File: config.mk
export PLATFORM = sky130hd
export DESIGN_NAME = seven_color_sequencer_flat
export DESIGN_NICKNAME = d
export VERILOG_FILES = /design/src/rtl/seven_color_pkg.sv /design/src/rtl/seven_color_sequencer_if.sv /design/src/rtl/tick_prescaler.sv /design/src/rtl/seven_color_sequencer.sv /design/src/flat_wrapper.sv
export SDC_FILE = /design/constraint.sdc
export NUM_CORES = 1
export LEC_CHECK = 0
export BUFFER_PORTS_ARGS = -buffer_cell sky130_fd_sc_hd__buf_4
export CAP_MARGIN = 5
export CELL_PAD_IN_SITES_DETAIL_PLACEMENT = 0
export CELL_PAD_IN_SITES_GLOBAL_PLACEMENT = 1
export CORE_ASPECT_RATIO = 1.5
export CORE_MARGIN = 2
export CORE_UTILIZATION = 34
export CTS_BUF_LIST = sky130_fd_sc_hd__clkbuf_4 sky130_fd_sc_hd__clkbuf_8
export DETAILED_ROUTE_END_ITERATION = 7
export PLACE_DENSITY = 0.58
export SETUP_SLACK_MARGIN = 0.15
export SLEW_MARGIN = 20
export SYNTH_ARGS = -nofsm -noshare
export SYNTH_HDL_FRONTEND = slang
export SYNTH_SLANG_ARGS = --single-unit
File: constraint.sdc
create_clock -name clk -period 3.43 [get_ports clk]
set_input_delay 0.1715 -clock clk [delete_from_list [all_inputs] [get_ports clk]]
set_output_delay 0.1715 -clock clk [all_outputs]
set_load 0.05 [all_outputs]
File: src/rtl/seven_color_pkg.sv
// rtl/seven_color_pkg.sv - shared state encoding, RGB bit positions and colour table
package seven_color_pkg;

  // Sequencer state encoding
  localparam logic [1:0] ST_IDLE = 2'd0;
  localparam logic [1:0] ST_SHOW = 2'd1;
  localparam logic [1:0] ST_GAP  = 2'd2;

  typedef enum logic [1:0] {
    S_IDLE = ST_IDLE,
    S_SHOW = ST_SHOW,
    S_GAP  = ST_GAP
  } state_t;

  // Bit positions of each channel inside the {r,g,b} vector
  localparam int RGB_R = 2;
  localparam int RGB_G = 1;
  localparam int RGB_B = 0;

  localparam logic [2:0] R_BIT = 3'(1 << RGB_R);
  localparam logic [2:0] G_BIT = 3'(1 << RGB_G);
  localparam logic [2:0] B_BIT = 3'(1 << RGB_B);

  // Seven-colour flash table, indexed 1..7
  localparam logic [2:0] COLOR_1 = R_BIT;
  localparam logic [2:0] COLOR_2 = G_BIT;
  localparam logic [2:0] COLOR_3 = B_BIT;
  localparam logic [2:0] COLOR_4 = R_BIT | G_BIT;
  localparam logic [2:0] COLOR_5 = G_BIT | B_BIT;
  localparam logic [2:0] COLOR_6 = R_BIT | B_BIT;
  localparam logic [2:0] COLOR_7 = R_BIT | G_BIT | B_BIT;

  // Colour index to LED drive; index 0 (idle) is dark
  function automatic logic [2:0] color_of(input logic [2:0] idx);
    logic [2:0] c;
    c = 3'b000;
    case (idx)
      3'd1: c = COLOR_1;
      3'd2: c = COLOR_2;
      3'd3: c = COLOR_3;
      3'd4: c = COLOR_4;
      3'd5: c = COLOR_5;
      3'd6: c = COLOR_6;
      3'd7: c = COLOR_7;
      default: c = 3'b000;
    endcase
    return c;
  endfunction

endpackage

File: src/rtl/seven_color_sequencer_if.sv
// rtl/seven_color_sequencer_if.sv - control/LED bundle between board control and the sequencer
interface seven_color_sequencer_if;
  logic       start;
  logic       stop;
  logic       loop;
`ifdef SEVEN_COLOR_PWM_EN
  logic [3:0] duty;
`endif
  logic [2:0] rgb;
  logic [2:0] color_idx;
  logic       busy;
  logic       done;

  // Board-level controller side
  modport master (
    output start, stop, loop,
`ifdef SEVEN_COLOR_PWM_EN
    output duty,
`endif
    input  rgb, color_idx, busy, done
  );

  // Sequencer side
  modport slave (
    input  start, stop, loop,
`ifdef SEVEN_COLOR_PWM_EN
    input  duty,
`endif
    output rgb, color_idx, busy, done
  );
endinterface

File: src/rtl/tick_prescaler.sv
// rtl/tick_prescaler.sv - divides clk into a one-cycle tick every CLK_DIV enabled cycles
module tick_prescaler #(
  parameter int CLK_DIV = 500,
  parameter int CNT_W   = 24
) (
  input  logic clk,
  input  logic rst_n,
  input  logic clear,
  input  logic enable,
  output logic tick
);

  localparam logic [CNT_W-1:0] LAST = CNT_W'(CLK_DIV - 1);

  logic [CNT_W-1:0] cnt_q;

  assign tick = enable && (cnt_q == LAST);

  // Count only while enabled, wrap on tick, restart from zero on clear
  always_ff @(posedge clk or negedge rst_n) begin
    if (!rst_n) begin
      cnt_q <= '0;
    end else if (clear) begin
      cnt_q <= '0;
    end else if (enable) begin
      cnt_q <= tick ? '0 : cnt_q + 1'b1;
    end
  end

endmodule

File: src/rtl/seven_color_sequencer.sv
// rtl/seven_color_sequencer.sv - seven-colour RGB flash sequencer; SEVEN_COLOR_PWM_EN adds duty-cycle dimming
module seven_color_sequencer
  import seven_color_pkg::*;
#(
  parameter int CLK_DIV     = 500,
  parameter int DWELL_TICKS = 4,
  parameter int GAP_TICKS   = 1,
  parameter int CNT_W       = 24
) (
  input  logic                    clk,
  input  logic                    rst_n,
  seven_color_sequencer_if.slave  bus
);

  localparam int MAX_TICKS = (DWELL_TICKS > GAP_TICKS) ? DWELL_TICKS : GAP_TICKS;
  localparam int TW        = $clog2(MAX_TICKS + 1);
  localparam logic [TW-1:0] DWELL_LAST = TW'(DWELL_TICKS - 1);
  localparam logic [TW-1:0] GAP_LAST   = TW'((GAP_TICKS > 0) ? GAP_TICKS - 1 : 0);

  state_t        state_q, state_d;
  logic [2:0]    idx_q, idx_d;
  logic [TW-1:0] tcnt_q, tcnt_d;
  logic [2:0]    rgb_q, rgb_d;
  logic          done_q, done_d;
  logic          clear;
  logic          seq_end;
  logic          tick;
  logic [2:0]    lit_mask;

  tick_prescaler #(
    .CLK_DIV (CLK_DIV),
    .CNT_W   (CNT_W)
  ) u_prescaler (
    .clk    (clk),
    .rst_n  (rst_n),
    .clear  (clear),
    .enable (state_q != S_IDLE),
    .tick   (tick)
  );

`ifdef SEVEN_COLOR_PWM_EN
  logic [3:0] pwm_q;

  // Free-running PWM phase; lit channels pass only while phase is below duty
  always_ff @(posedge clk or negedge rst_n) begin
    if (!rst_n) pwm_q <= 4'd0;
    else        pwm_q <= pwm_q + 4'd1;
  end

  assign lit_mask = (pwm_q < bus.duty) ? 3'b111 : 3'b000;
`else
  assign lit_mask = 3'b111;
`endif

  // State, colour index, tick count and registered LED outputs
  always_ff @(posedge clk or negedge rst_n) begin
    if (!rst_n) begin
      state_q <= S_IDLE;
      idx_q   <= 3'd0;
      tcnt_q  <= '0;
      rgb_q   <= 3'b000;
      done_q  <= 1'b0;
    end else begin
      state_q <= state_d;
      idx_q   <= idx_d;
      tcnt_q  <= tcnt_d;
      rgb_q   <= rgb_d;
      done_q  <= done_d;
    end
  end

  // Next state: dwell/gap tick counting, end-of-colour advance, stop override
  always_comb begin
    state_d = state_q;
    idx_d   = idx_q;
    tcnt_d  = tcnt_q;
    done_d  = 1'b0;
    clear   = 1'b0;
    seq_end = 1'b0;

    case (state_q)
      S_IDLE: begin
        if (bus.start) begin
          state_d = S_SHOW;
          idx_d   = 3'd1;
          tcnt_d  = '0;
          clear   = 1'b1;
        end
      end
      S_SHOW: begin
        if (tick) begin
          if (tcnt_q == DWELL_LAST) begin
            tcnt_d = '0;
            clear  = 1'b1;
            if (GAP_TICKS == 0) seq_end = 1'b1;
            else                state_d = S_GAP;
          end else begin
            tcnt_d = tcnt_q + 1'b1;
          end
        end
      end
      S_GAP: begin
        if (tick) begin
          if (tcnt_q == GAP_LAST) begin
            tcnt_d  = '0;
            clear   = 1'b1;
            seq_end = 1'b1;
          end else begin
            tcnt_d = tcnt_q + 1'b1;
          end
        end
      end
      default: begin
        state_d = S_IDLE;
        idx_d   = 3'd0;
        tcnt_d  = '0;
      end
    endcase

    // End of a colour slot: advance, wrap when looping, or finish
    if (seq_end) begin
      if (idx_q != 3'd7) begin
        state_d = S_SHOW;
        idx_d   = idx_q + 3'd1;
      end else if (bus.loop) begin
        state_d = S_SHOW;
        idx_d   = 3'd1;
      end else begin
        state_d = S_IDLE;
        idx_d   = 3'd0;
        done_d  = 1'b1;
      end
    end

    // Abort has priority over everything, including a same-cycle start
    if (bus.stop) begin
      state_d = S_IDLE;
      idx_d   = 3'd0;
      tcnt_d  = '0;
      done_d  = 1'b0;
      clear   = 1'b1;
    end

    rgb_d = (state_d == S_SHOW) ? (color_of(idx_d) & lit_mask) : 3'b000;
  end

  assign bus.rgb       = rgb_q;
  assign bus.color_idx = idx_q;
  assign bus.busy      = (state_q != S_IDLE);
  assign bus.done      = done_q;

endmodule
File: src/flat_wrapper.sv
// flat-port wrapper written by rule: the top's interface ports become plain ports
module seven_color_sequencer_flat import seven_color_pkg::*;
#(
  parameter int CLK_DIV     = 500,
  parameter int DWELL_TICKS = 4,
  parameter int GAP_TICKS   = 1,
  parameter int CNT_W       = 24
)
  (clk, rst_n, bus_start, bus_stop, bus_loop, bus_rgb, bus_color_idx, bus_busy, bus_done);
  seven_color_sequencer_if bus_i ();
  input  logic clk;
  input  logic rst_n;
  input wire logic [$bits(bus_i.start)-1:0] bus_start;
  input wire logic [$bits(bus_i.stop)-1:0] bus_stop;
  input wire logic [$bits(bus_i.loop)-1:0] bus_loop;
  output wire logic [$bits(bus_i.rgb)-1:0] bus_rgb;
  output wire logic [$bits(bus_i.color_idx)-1:0] bus_color_idx;
  output wire logic [$bits(bus_i.busy)-1:0] bus_busy;
  output wire logic [$bits(bus_i.done)-1:0] bus_done;
  assign bus_i.start = bus_start;
  assign bus_i.stop = bus_stop;
  assign bus_i.loop = bus_loop;
  assign bus_rgb = bus_i.rgb;
  assign bus_color_idx = bus_i.color_idx;
  assign bus_busy = bus_i.busy;
  assign bus_done = bus_i.done;
  seven_color_sequencer #(.CLK_DIV(CLK_DIV), .DWELL_TICKS(DWELL_TICKS), .GAP_TICKS(GAP_TICKS), .CNT_W(CNT_W)) u_core (.clk(clk), .rst_n(rst_n), .bus(bus_i));
endmodule
==> metrics.yaml, run 1 <==
status: "complete, no violations"
syn_area_per_cell_um2: 8.41
reg2reg_to: "u_core.u_prescaler.cnt_q[5]"
syn2layout_area_growth_pct: 11.6
synth_edf_count: 0
worstPathArrival_ns: 2.81
numCtsBuffers: 5
clock.fmax_mhz: 380
dp_hpwl_mm: 4.33
ys.flop_type: "dfrtp_1"
yosysTopAreaCellShare_pct: 38.8
synth_seq_area_share_pct: 38.8
fin_crit_ns: 2.63
core-area_um2: 6580
synth_cells: 276
ys_ff_latch: 36
h-tree-depth: 2
drive_gt1_share_pct: 10.4
io_buffers: 12
hp-start: "bus_loop"
grt_pass1_wl_mm: 10.2
ant_nets: 0
hold_path_end: "u_core.bus.done"
num_vias: 2085
rows: 36
yosysWarningCount: 0
yosysUniqueCellTypes: 48
antenna_found_initial: 0
post-place-ws_ns: 0.783
synth_area_um2: 2320
die_w_um: 71.5
viasPerCell: 5.73
whs_path_depth: 2
finalWorstSetupSlack_ns: 0.801
drtIter0Drc: 104
die_y_um: 105
syn_nets: 292
routed_wl_mm: 6.10
cts-root-buf: "clkbuf_8"
critPathKind: "reg2reg"
p_per_area_nw_per_um2: 361
setup_viol: 0
drt_pre_antenna_iters: 5
worstPathRequired_ns: 3.61
dieArea_um2: 7520
r2r_cells: 5
fin_nets: 303
ctsHoldBuffers: 1
wl_per_cell_um: 16.8
mostFrequentLayoutCells: "dfrtp_1 (36), nand2_1 (33), o21ai_0 (30), a21oi_1 (17), inv_1 (16)"
gp_congestion: 0.783
hold_viol_final: 0
cts_resized: 0
rsz0062_at_grt: "no"
slew_violations: 0
min_path_type: "in2reg"
clkTransAtPathRegs_ns: 0.08
layout_commonest_cell: "dfrtp_1"
cts_tree: "done"
relSlewSlack_pct: 54.1
setup_tns_ns: 0
final.setup_skew_ns: 0.0118
power.leakage_nw: 1.08
async_reset_ff_share_pct: 100
clk-insertion-delay-late_ns: 0.29
cp-end-kind: "flip-flop"
yosys.area.top_type: "dfrtp_1"
ir_drop_uv: 173
ioPinCount: 13
drc: 0
cp_max_fo: 19
grt_max_degree: 37
startpoint_type: "flip-flop"
synth_area_leaders: "dfrtp_1 (39%), o21ai_0 (6.5%), ha_1 (5.9%)"
grt_pass1_vias: 2018
reg2reg_slack_ns: 0.80
drv_cap: 0
cts.sinks: 36
grt_usage_pct: 17.0
r2r_start: "u_core.u_prescaler.cnt_q[11]"
worstMarginPinSlew_ns: 0.685
clock_path_buffers: 2
diodes: 0
min_period_over_period_pct: 76.6
overflow: 0
post_cts_buffers: 0
start_util_pct: 35.3
layout make-up:
| cell class | count | area, um2 |
|---|---|---|
| clock inverters | 2 | 35.0 |
| inverters | 16 | 60.1 |
| repair buffers | 14 | 108 |
| well taps | 76 | 95.1 |
| fillers | 688 | 3990 |
| clock buffers | 6 | 76.3 |
| flip-flops and latches | 36 | 901 |
| multi-input cells | 214 | 1320 |
registers in the layout, indices dropped and copies added, names as in the netlist:
register                  flops
u_core.bus.rgb                3
u_core.bus.done               1
u_core.bus.color_idx          3
u_core.tcnt_q                 3
u_core.u_prescaler.cnt_q     24
u_core.state_q                2
where the power goes:
part,internal [W],switching (W)
registers,0.000428,0.00000623
logic,0.0000341,0.0000786
clock network,0.000224,0.000164
total,0.000686,0.000249
cells by family (layout without fill, tap and decap cells):
| group | Yosys count | in the layout | synth area share [%] |
|---|---|---|---|
| mux | 1 | 1 | 0.485 |
| fa+ha+maj | 12 | 12 | 6.36 |
| xor+xnor | 3 | 3 | 1.13 |
| buf+inv | 26 | 38 | 4.74 |
| flops | 36 | 36 | 38.8 |
| simple gates | 113 | 113 | 25.7 |
| compound gates | 85 | 85 | 22.8 |
critical path, stage by stage, from the launching register on:
cell and delay, ns:
dfrtp_1 0.46, or4_1 0.56, or4_4 0.61, o211ai_4 0.51
o21ai_0 0.17, a22o_1 0.21
metal layers:
metal,wire (um),part of all wire (%),vias up,track usage [%]
met3,150,2.5,5,2.49
li1,-,-,1043,-
met1,2600,43,1006,20.3
met4,70,1.1,0,4.45
met5,0,0,-,0
met2,3280,54,31,31.2
stage by stage:
| stage | hold WS (ns) | utilization [%] | std cells | power (W) | area (um2) |
|---|---|---|---|---|---|
| CTS | 0.0509 | 39.4 | 364 | 0.000951 | 2590 |
| floorplan | -0.124 | - | 276 | 0.000516 | 2320 |
| global route | 0.0546 | 39.4 | 364 | 0.000974 | 2590 |
| detailed placement | 0.180 | 37.6 | 355 | 0.000556 | 2470 |
| finish | 0.0588 | 39.4 | 364 | 0.000935 | 2590 |
| global placement | 0.174 | 37.6 | 355 | 0.000557 | 2470 |
cell usage after synthesis, types with 2 or more instances:
cell type / instances
nand3_1: 15
buf_2: 4
o21ai_1: 8
nor3_1: 11
nor4_1: 4
nand3b_1: 2
or4_1: 3
a31oi_1: 12
a41oi_1: 2
and3_1: 5
xnor2_1: 3
ha_1: 11
dfrtp_1: 36
a211oi_1: 2
o21ai_0: 30
nor2_1: 13
nand2_1: 33
clkbuf_1: 4
or3_1: 2
nand2b_1: 6
a21oi_1: 17
a22o_1: 2
o31ai_1: 2
nand4_1: 10
inv_1: 16
worst max-delay path by stage:
stage | startpoint | to | depth (start not counted) | slack [ns]
global route | u_core.u_prescaler.cnt_q[0] | u_core.u_prescaler.cnt_q[13] | 7 | 0.61
detailed placement | u_core.u_prescaler.cnt_q[11] | u_core.u_prescaler.cnt_q[5] | 5 | 0.78
floorplan | u_core.u_prescaler.cnt_q[11] | u_core.u_prescaler.cnt_q[21] | 8 | 0.97
global placement | u_core.u_prescaler.cnt_q[11] | u_core.u_prescaler.cnt_q[5] | 5 | 0.83
finish | u_core.u_prescaler.cnt_q[11] | u_core.u_prescaler.cnt_q[5] | 5 | 0.80
CTS | u_core.u_prescaler.cnt_q[11] | u_core.u_prescaler.cnt_q[5] | 5 | 0.79
No activity file was read; power rests on OpenSTA's default activity.
==> run 2, diff against run 1 <==
--- a/config.mk
+++ b/config.mk
@@ -14,7 +14,7 @@
 export CORE_UTILIZATION = 34
 export CTS_BUF_LIST = sky130_fd_sc_hd__clkbuf_4 sky130_fd_sc_hd__clkbuf_8
 export DETAILED_ROUTE_END_ITERATION = 7
-export PLACE_DENSITY = 0.58
+export PLACE_DENSITY = 0.61
 export SETUP_SLACK_MARGIN = 0.15
 export SLEW_MARGIN = 20
 export SYNTH_ARGS = -nofsm -noshare
==> constraint.sdc (replaced) <==
create_clock -name clk -period 2.2 [get_ports clk]
set_input_delay 0.11 -clock clk [delete_from_list [all_inputs] [get_ports clk]]
set_output_delay 0.11 -clock clk [all_outputs]
set_load 0.05 [all_outputs]
==> metrics.yaml, run 2 (synthesis results as in run 1) <==
antenna_found_initial: 0
ioPinCount: 13
whs_path_depth: 2
dp_hpwl_mm: 4.86
hold_viol_final: 0
clk-insertion-delay-late_ns: 0.30
clkTransAtPathRegs_ns: 0.08
fillers: 659
routed_wl_mm: 6.69
rows: 36
grt_usage_pct: 18.2
p_sw_w: 0.000412
dieArea_um2: 7520
core-area_um2: 6580
cp-end-kind: "flip-flop"
critPathKind: "reg2reg"
ir_drop_uv: 304
ant_nets: 0
start_util_pct: 35.3
cts.sinks: 36
finalWorstSetupSlack_ns: -0.181
relSlewSlack_pct: 65.1
num_vias: 2273
pwr-share-comb_pct: 15.5
register_area_um2: 901
worstPathArrival_ns: 2.61
grt_pass1_wl_mm: 10.7
die_y_um: 105
startpoint_type: "flip-flop"
r2r_start: "u_core.u_prescaler.cnt_q[12]"
report.power.total_w: 0.00158
drtIter0Drc: 121
io_buffers: 12
internal-power_w: 0.00116
cts-root-buf: "clkbuf_8"
switching_share_pct: 26.2
clock_path_buffers: 2
clock.fmax_mhz: 420
drive_gt1_share_pct: 30.0
seqPwrFrac_pct: 42.6
hp-start: "bus_stop"
p_per_area_nw_per_um2: 495
gp_congestion: 0.834
reg2reg_to: "u_core.bus.rgb[2]"
mostFrequentLayoutCells: "buf_4 (47), dfrtp_1 (36), nand2_1 (28), o21ai_1 (27), inv_1 (16)"
power.leakage_nw: 1.38
clkPwrFrac_pct: 41.9
worstPathRequired_ns: 2.43
wl_per_cell_um: 16.4
fin_crit_ns: 2.38
violations: "setup timing"
cts_tree: "done"
drt_pre_antenna_iters: 4
setup_viol: 34
setup_tns_ns: -2.90
rsz0062_at_grt: "yes"
cp_max_fo: 6
min_path_type: "in2reg"
final.setup_skew_ns: 0.0108
r2r_cells: 6
viasPerCell: 5.56
grt_pass1_vias: 2234
drv_cap: 0
top_register: "u_core.u_prescaler.cnt_q"
slew_violations: 0
hold_path_end: "u_core.bus.color_idx[1]"
drc: 0
status: "finished, violations left"
reg2reg_slack_ns: -0.18
syn2layout_area_growth_pct: 37.0
min_period_over_period_pct: 108
h-tree-depth: 2
numCtsBuffers: 5
grt_max_degree: 37
overflow: 0
diodes: 0
die_w_um: 71.5
largest_reg_flops: 24
layout_commonest_cell: "buf_4"
fin_nets: 348
multiInputGateArea_um2: 1500
worstMarginPinSlew_ns: 0.524
## run 2: cell types whose count changed in the layout (fill, tap and decap cells not counted), moves of 3 or more
cell     before  now
buf_4        13   47
o21ai_1       8   27
o21ai_2       1    4
o21ai_0      30    7
nand2_1      33   28
buf_6         0    8
a21oi_1      17   12
a21oi_2       0    5
nand2_2       0    3
nor2_1       13   10
## run 2: through the flow
| stage | cells | hold slack, ns | util, % | instance area, um2 | setup WS [ns] |
|---|---|---|---|---|---|
| floorplan | 276 | -0.186 | - | 2360 | -0.177 |
| global placement | 395 | 0.113 | 42.8 | 2820 | -0.185 |
| detailed placement | 395 | 0.114 | 42.8 | 2820 | -0.223 |
| CTS | 408 | 0.109 | 46.0 | 3030 | -0.171 |
| global route | 409 | 0.157 | 48.4 | 3180 | -0.293 |
| finish | 409 | 0.151 | 48.4 | 3180 | -0.181 |
## run 2: how the worst max path moves through the flow
stage	startpoint	end	slack, ns	cells past startpoint
after floorplan	u_core.u_prescaler.cnt_q[12]	u_core.bus.rgb[0]	-0.18	7
after global placement	u_core.u_prescaler.cnt_q[13]	u_core.bus.rgb[0]	-0.19	6
after detailed placement	u_core.u_prescaler.cnt_q[0]	u_core.bus.rgb[0]	-0.22	7
after CTS	u_core.u_prescaler.cnt_q[13]	u_core.tcnt_q[2]	-0.17	7
after global routing	u_core.u_prescaler.cnt_q[12]	u_core.bus.rgb[1]	-0.29	6
final	u_core.u_prescaler.cnt_q[12]	u_core.bus.rgb[2]	-0.18	6
## run 2: power by group through the flow
| stage | Sequential, W | Clock [W] | Combinational [W] |
|---|---|---|---|
| CTS | 0.000671 | 0.000673 | 0.000229 |
| global placement | 0.000684 | 0 | 0.000218 |
| global route | 0.000672 | 0.000694 | 0.000270 |
| floorplan | 0.000695 | 0 | 0.000115 |
| detailed placement | 0.000684 | 0 | 0.000218 |
| finish | 0.000671 | 0.000661 | 0.000244 |
## run 2: worst max-delay path, cell delays in order (launching register included)
cell       delay [ns]
dfrtp_1          0.38
or4_4            0.52
or4_4            0.63
nor3b_4          0.36
o2bb2ai_2        0.18
o41ai_4          0.12
a21oi_1          0.12
## run 2: final cells by class
type                       instances  share of cell area, %
clock buffer                       7                   3.03
clock inverter                     1                  0.944
inverter                          16                   1.89
multi-input combinational        214                   47.0
sequential                        36                   28.3
tap                               76                   2.99
timing repair buffer              59                   15.8
## run 2: what timing repair did
item                       in CTS  in global routing
hold buffers                    2                  0
hold endpoints to repair       37                  0
buffers inserted                3                  1
gates resized for setup        17                 30
pin swaps                       3                 17
setup endpoints to repair      36                 36
## run 2: per-layer routing
| metal | wire length, um | global-route usage, % | vias to the layer above |
|---|---|---|---|
| met4 | 155 | 7.82 | 0 |
| met5 | 0 | 0 | - |
| met2 | 3670 | 33.1 | 42 |
| met3 | 205 | 2.58 | 14 |
| li1 | - | - | 1125 |
| met1 | 2660 | 20.7 | 1092 |
==> run 3, diff against run 2 <==
--- a/config.mk
+++ b/config.mk
@@ -14,9 +14,10 @@
 export CORE_UTILIZATION = 34
 export CTS_BUF_LIST = sky130_fd_sc_hd__clkbuf_4 sky130_fd_sc_hd__clkbuf_8
 export DETAILED_ROUTE_END_ITERATION = 7
-export PLACE_DENSITY = 0.61
+export PLACE_DENSITY = 0.6
 export SETUP_SLACK_MARGIN = 0.15
 export SLEW_MARGIN = 20
 export SYNTH_ARGS = -nofsm -noshare
 export SYNTH_HDL_FRONTEND = slang
+export SYNTH_HIERARCHICAL = 1
 export SYNTH_SLANG_ARGS = --single-unit
==> metrics.yaml, run 3 <==
hold_viol_final: 0
grt_pass1_vias: 2442
reg2reg_slack_ns: -0.87
routed_wl_mm: 7.00
fin_nets: 372
io_buffers: 12
fin_crit_ns: 3.07
report.power.total_w: 0.00156
yosysWarningCount: 6
cts-root-buf: "clkbuf_8"
hp-start: "bus_stop"
rows: 37
synth_edf_count: 0
largest_reg_flops: 24
clk-insertion-delay-late_ns: 0.30
layout_commonest_cell: "buf_4"
ir_drop_uv: 343
die_y_um: 106
grt_max_degree: 37
r2r_start: "u_core/u_prescaler/cnt_q[10]"
setup_tns_ns: -21.55
ant_nets: 0
worstMarginPinSlew_ns: 0.493
reg2reg_to: "u_core/u_prescaler/cnt_q[15]"
clock.fmax_mhz: 326
yosysUniqueCellTypes: 52
async_reset_ff_share_pct: 100
yosysMostFrequentCell: "dfrtp_1"
cp_cell_sequence: "or4_1, or4_4, nor2_4, and4b_1, a211oi_2, o21ai_2, buf_4, nor2_2, or3_4, or4_4, a21oi_1"
syn_area_per_cell_um2: 9.10
min_path_type: "in2reg"
core-area_um2: 6760
cts_tree: "done"
clock_path_buffers: 2
relSlewSlack_pct: 67.1
syn_nets: 273
drive_gt1_share_pct: 45.1
viasPerCell: 5.45
power.leakage_nw: 1.56
numCtsBuffers: 5
yosysTopAreaCellShare_pct: 38.5
gp_congestion: 0.760
drv_cap: 0
setup_viol: 36
wl_per_cell_um: 16.1
slew_violations: 0
critPathKind: "reg2reg"
grt_pass1_wl_mm: 11.8
clkTransAtPathRegs_ns: 0.08
cp_common_cell: "or4_4"
h-tree-depth: 2
finalWorstSetupSlack_ns: -0.867
status: "finished, violations left"
diodes: 0
place_inst: 396
cpMaxStageDelayCell: "or4_1"
top_register: "u_core/u_prescaler/cnt_q"
ys_ff_latch: 36
min_period_over_period_pct: 139
cp-end-kind: "flip-flop"
synth_cells: 257
drt_pre_antenna_iters: 5
syn2layout_area_growth_pct: 50.9
synth_area_um2: 2340
grt_usage_pct: 20.1
num_vias: 2370
worstPathRequired_ns: 2.43
synth_seq_area_share_pct: 38.5
drc: 0
dieArea_um2: 7570
register_area_um2: 901
final.setup_skew_ns: 0.0133
multiInputGateArea_um2: 1490
cp_max_fo: 3
whs_path_depth: 2
cp_top_family: "simple AND/OR/NAND/NOR gates"
worstPathArrival_ns: 3.30
cts.sinks: 36
overflow: 0
drtIter0Drc: 104
yosys.area.top_type: "dfrtp_1"
die_w_um: 71.7
p_per_area_nw_per_um2: 442
max_stage_delay_ns: 0.51
path_buf_inv: 1
start_util_pct: 34.6
ioPinCount: 13
rsz0062_at_grt: "yes"
fillers: 641
antenna_found_initial: 0
dp_hpwl_mm: 4.68
mostFrequentLayoutCells: "buf_4 (82), dfrtp_1 (36), nor2_1 (21), buf_6 (20)"
synthTopCellsByCount: "dfrtp_1 (36), nor2_1 (24), a21oi_1 (19)"
violations: "setup timing"
post-place-ws_ns: -1.10
ys.flop_type: "dfrtp_1"
hold_path_end: "u_core/bus.done"
fin_cells: 435
startpoint_type: "flip-flop"
r2r_cells: 11
synth_area_leaders: "dfrtp_1 (39%), ha_1 (5.9%), a21oi_1 (4.1%)"
## run 3: cell types whose count changed in the layout (fill, tap and decap cells not counted), moves of 9 or more
cell / change
buf_4: +35
o21ai_1: -27
nand2_1: -16
buf_6: +12
nor2_1: +11
a31oi_1: -10
nand3_1: -9
## run 3: logic make-up after synthesis
kind of cell               Yosys count  synth area share (%)
AOI/OAI and AO/OA                   53                  15.9
xor gates and xnor gates            11                  4.12
adders and majority gates           11                  5.89
buffers and inverters               30                  7.33
DFF                                 36                  38.5
muxes                                2                 0.856
and+or+nand+nor                    114                  27.4
## run 3: worst max-delay path by stage
stage,cells after the start,to,startpoint
final,11,u_core/u_prescaler/cnt_q[15],u_core/u_prescaler/cnt_q[10]
after global routing,11,u_core/u_prescaler/cnt_q[15],u_core/u_prescaler/cnt_q[10]
after CTS,11,u_core/u_prescaler/cnt_q[15],u_core/u_prescaler/cnt_q[10]
after detailed placement,11,u_core/u_prescaler/cnt_q[15],u_core/u_prescaler/cnt_q[10]
after global placement,11,u_core/u_prescaler/cnt_q[15],u_core/u_prescaler/cnt_q[10]
after floorplan,16,u_core/u_prescaler/cnt_q[16],u_core/state_q[1]
## run 3: area by class of cell
| class | count | area share, % |
|---|---|---|
| multi-input combinational | 193 | 42.1 |
| inverter | 16 | 1.81 |
| timing repair buffer | 104 | 24.7 |
| clock inverter | 2 | 0.993 |
| tap | 78 | 2.76 |
| clock buffer | 6 | 2.16 |
| sequential | 36 | 25.5 |
## run 3: worst register-to-register path, delay by kind of cell (launching register included)
kind                   cells  cell delay (ns)
AND/OR/NAND/NOR            7             2.12
flip-flops                 1             0.38
AO/OA/AOI/OAI              3             0.36
buffers and inverters      1             0.15
## run 3: metal layers
| metal | part of all wire [%] | track usage (%) | vias up |
|---|---|---|---|
| li1 | - | - | 1139 |
| met1 | 38 | 21.1 | 1131 |
| met2 | 54 | 37.2 | 73 |
| met3 | 3.2 | 3.25 | 27 |
| met4 | 5.1 | 10.5 | 0 |
| met5 | 0 | 0 | - |
## run 3: per-stage QoR
stage	instance area (um2)	util, %	hold slack, ns
after global routing	3530	52.2	0.116
after global placement	2950	43.6	0.107
after floorplan	2400	-	-0.186
after detailed placement	2950	43.6	0.113
final	3530	52.2	0.110
after CTS	3410	50.4	0.0940
## run 3: where the power goes
| part | switching [W] | leakage [nW] | total, W | internal, W |
|---|---|---|---|---|
| logic | 0.000149 | 1.00 | 0.000281 | 0.000132 |
| clock network | 0.000257 | 0.0586 | 0.000606 | 0.000349 |
| registers | 0.00000543 | 0.501 | 0.000673 | 0.000668 |
| total | 0.000411 | 1.56 | 0.00156 | 0.00115 |
## run 3: timing repair
item | CTS | global route
hold buffers | 1 | 0
gates cloned | 2 | 0
pin swaps | 23 | 14
setup buffers | 22 | 6
hold endpoints to repair | 36 | 0
endpoints found under the setup margin | 36 | 36
resized for setup | 35 | 18
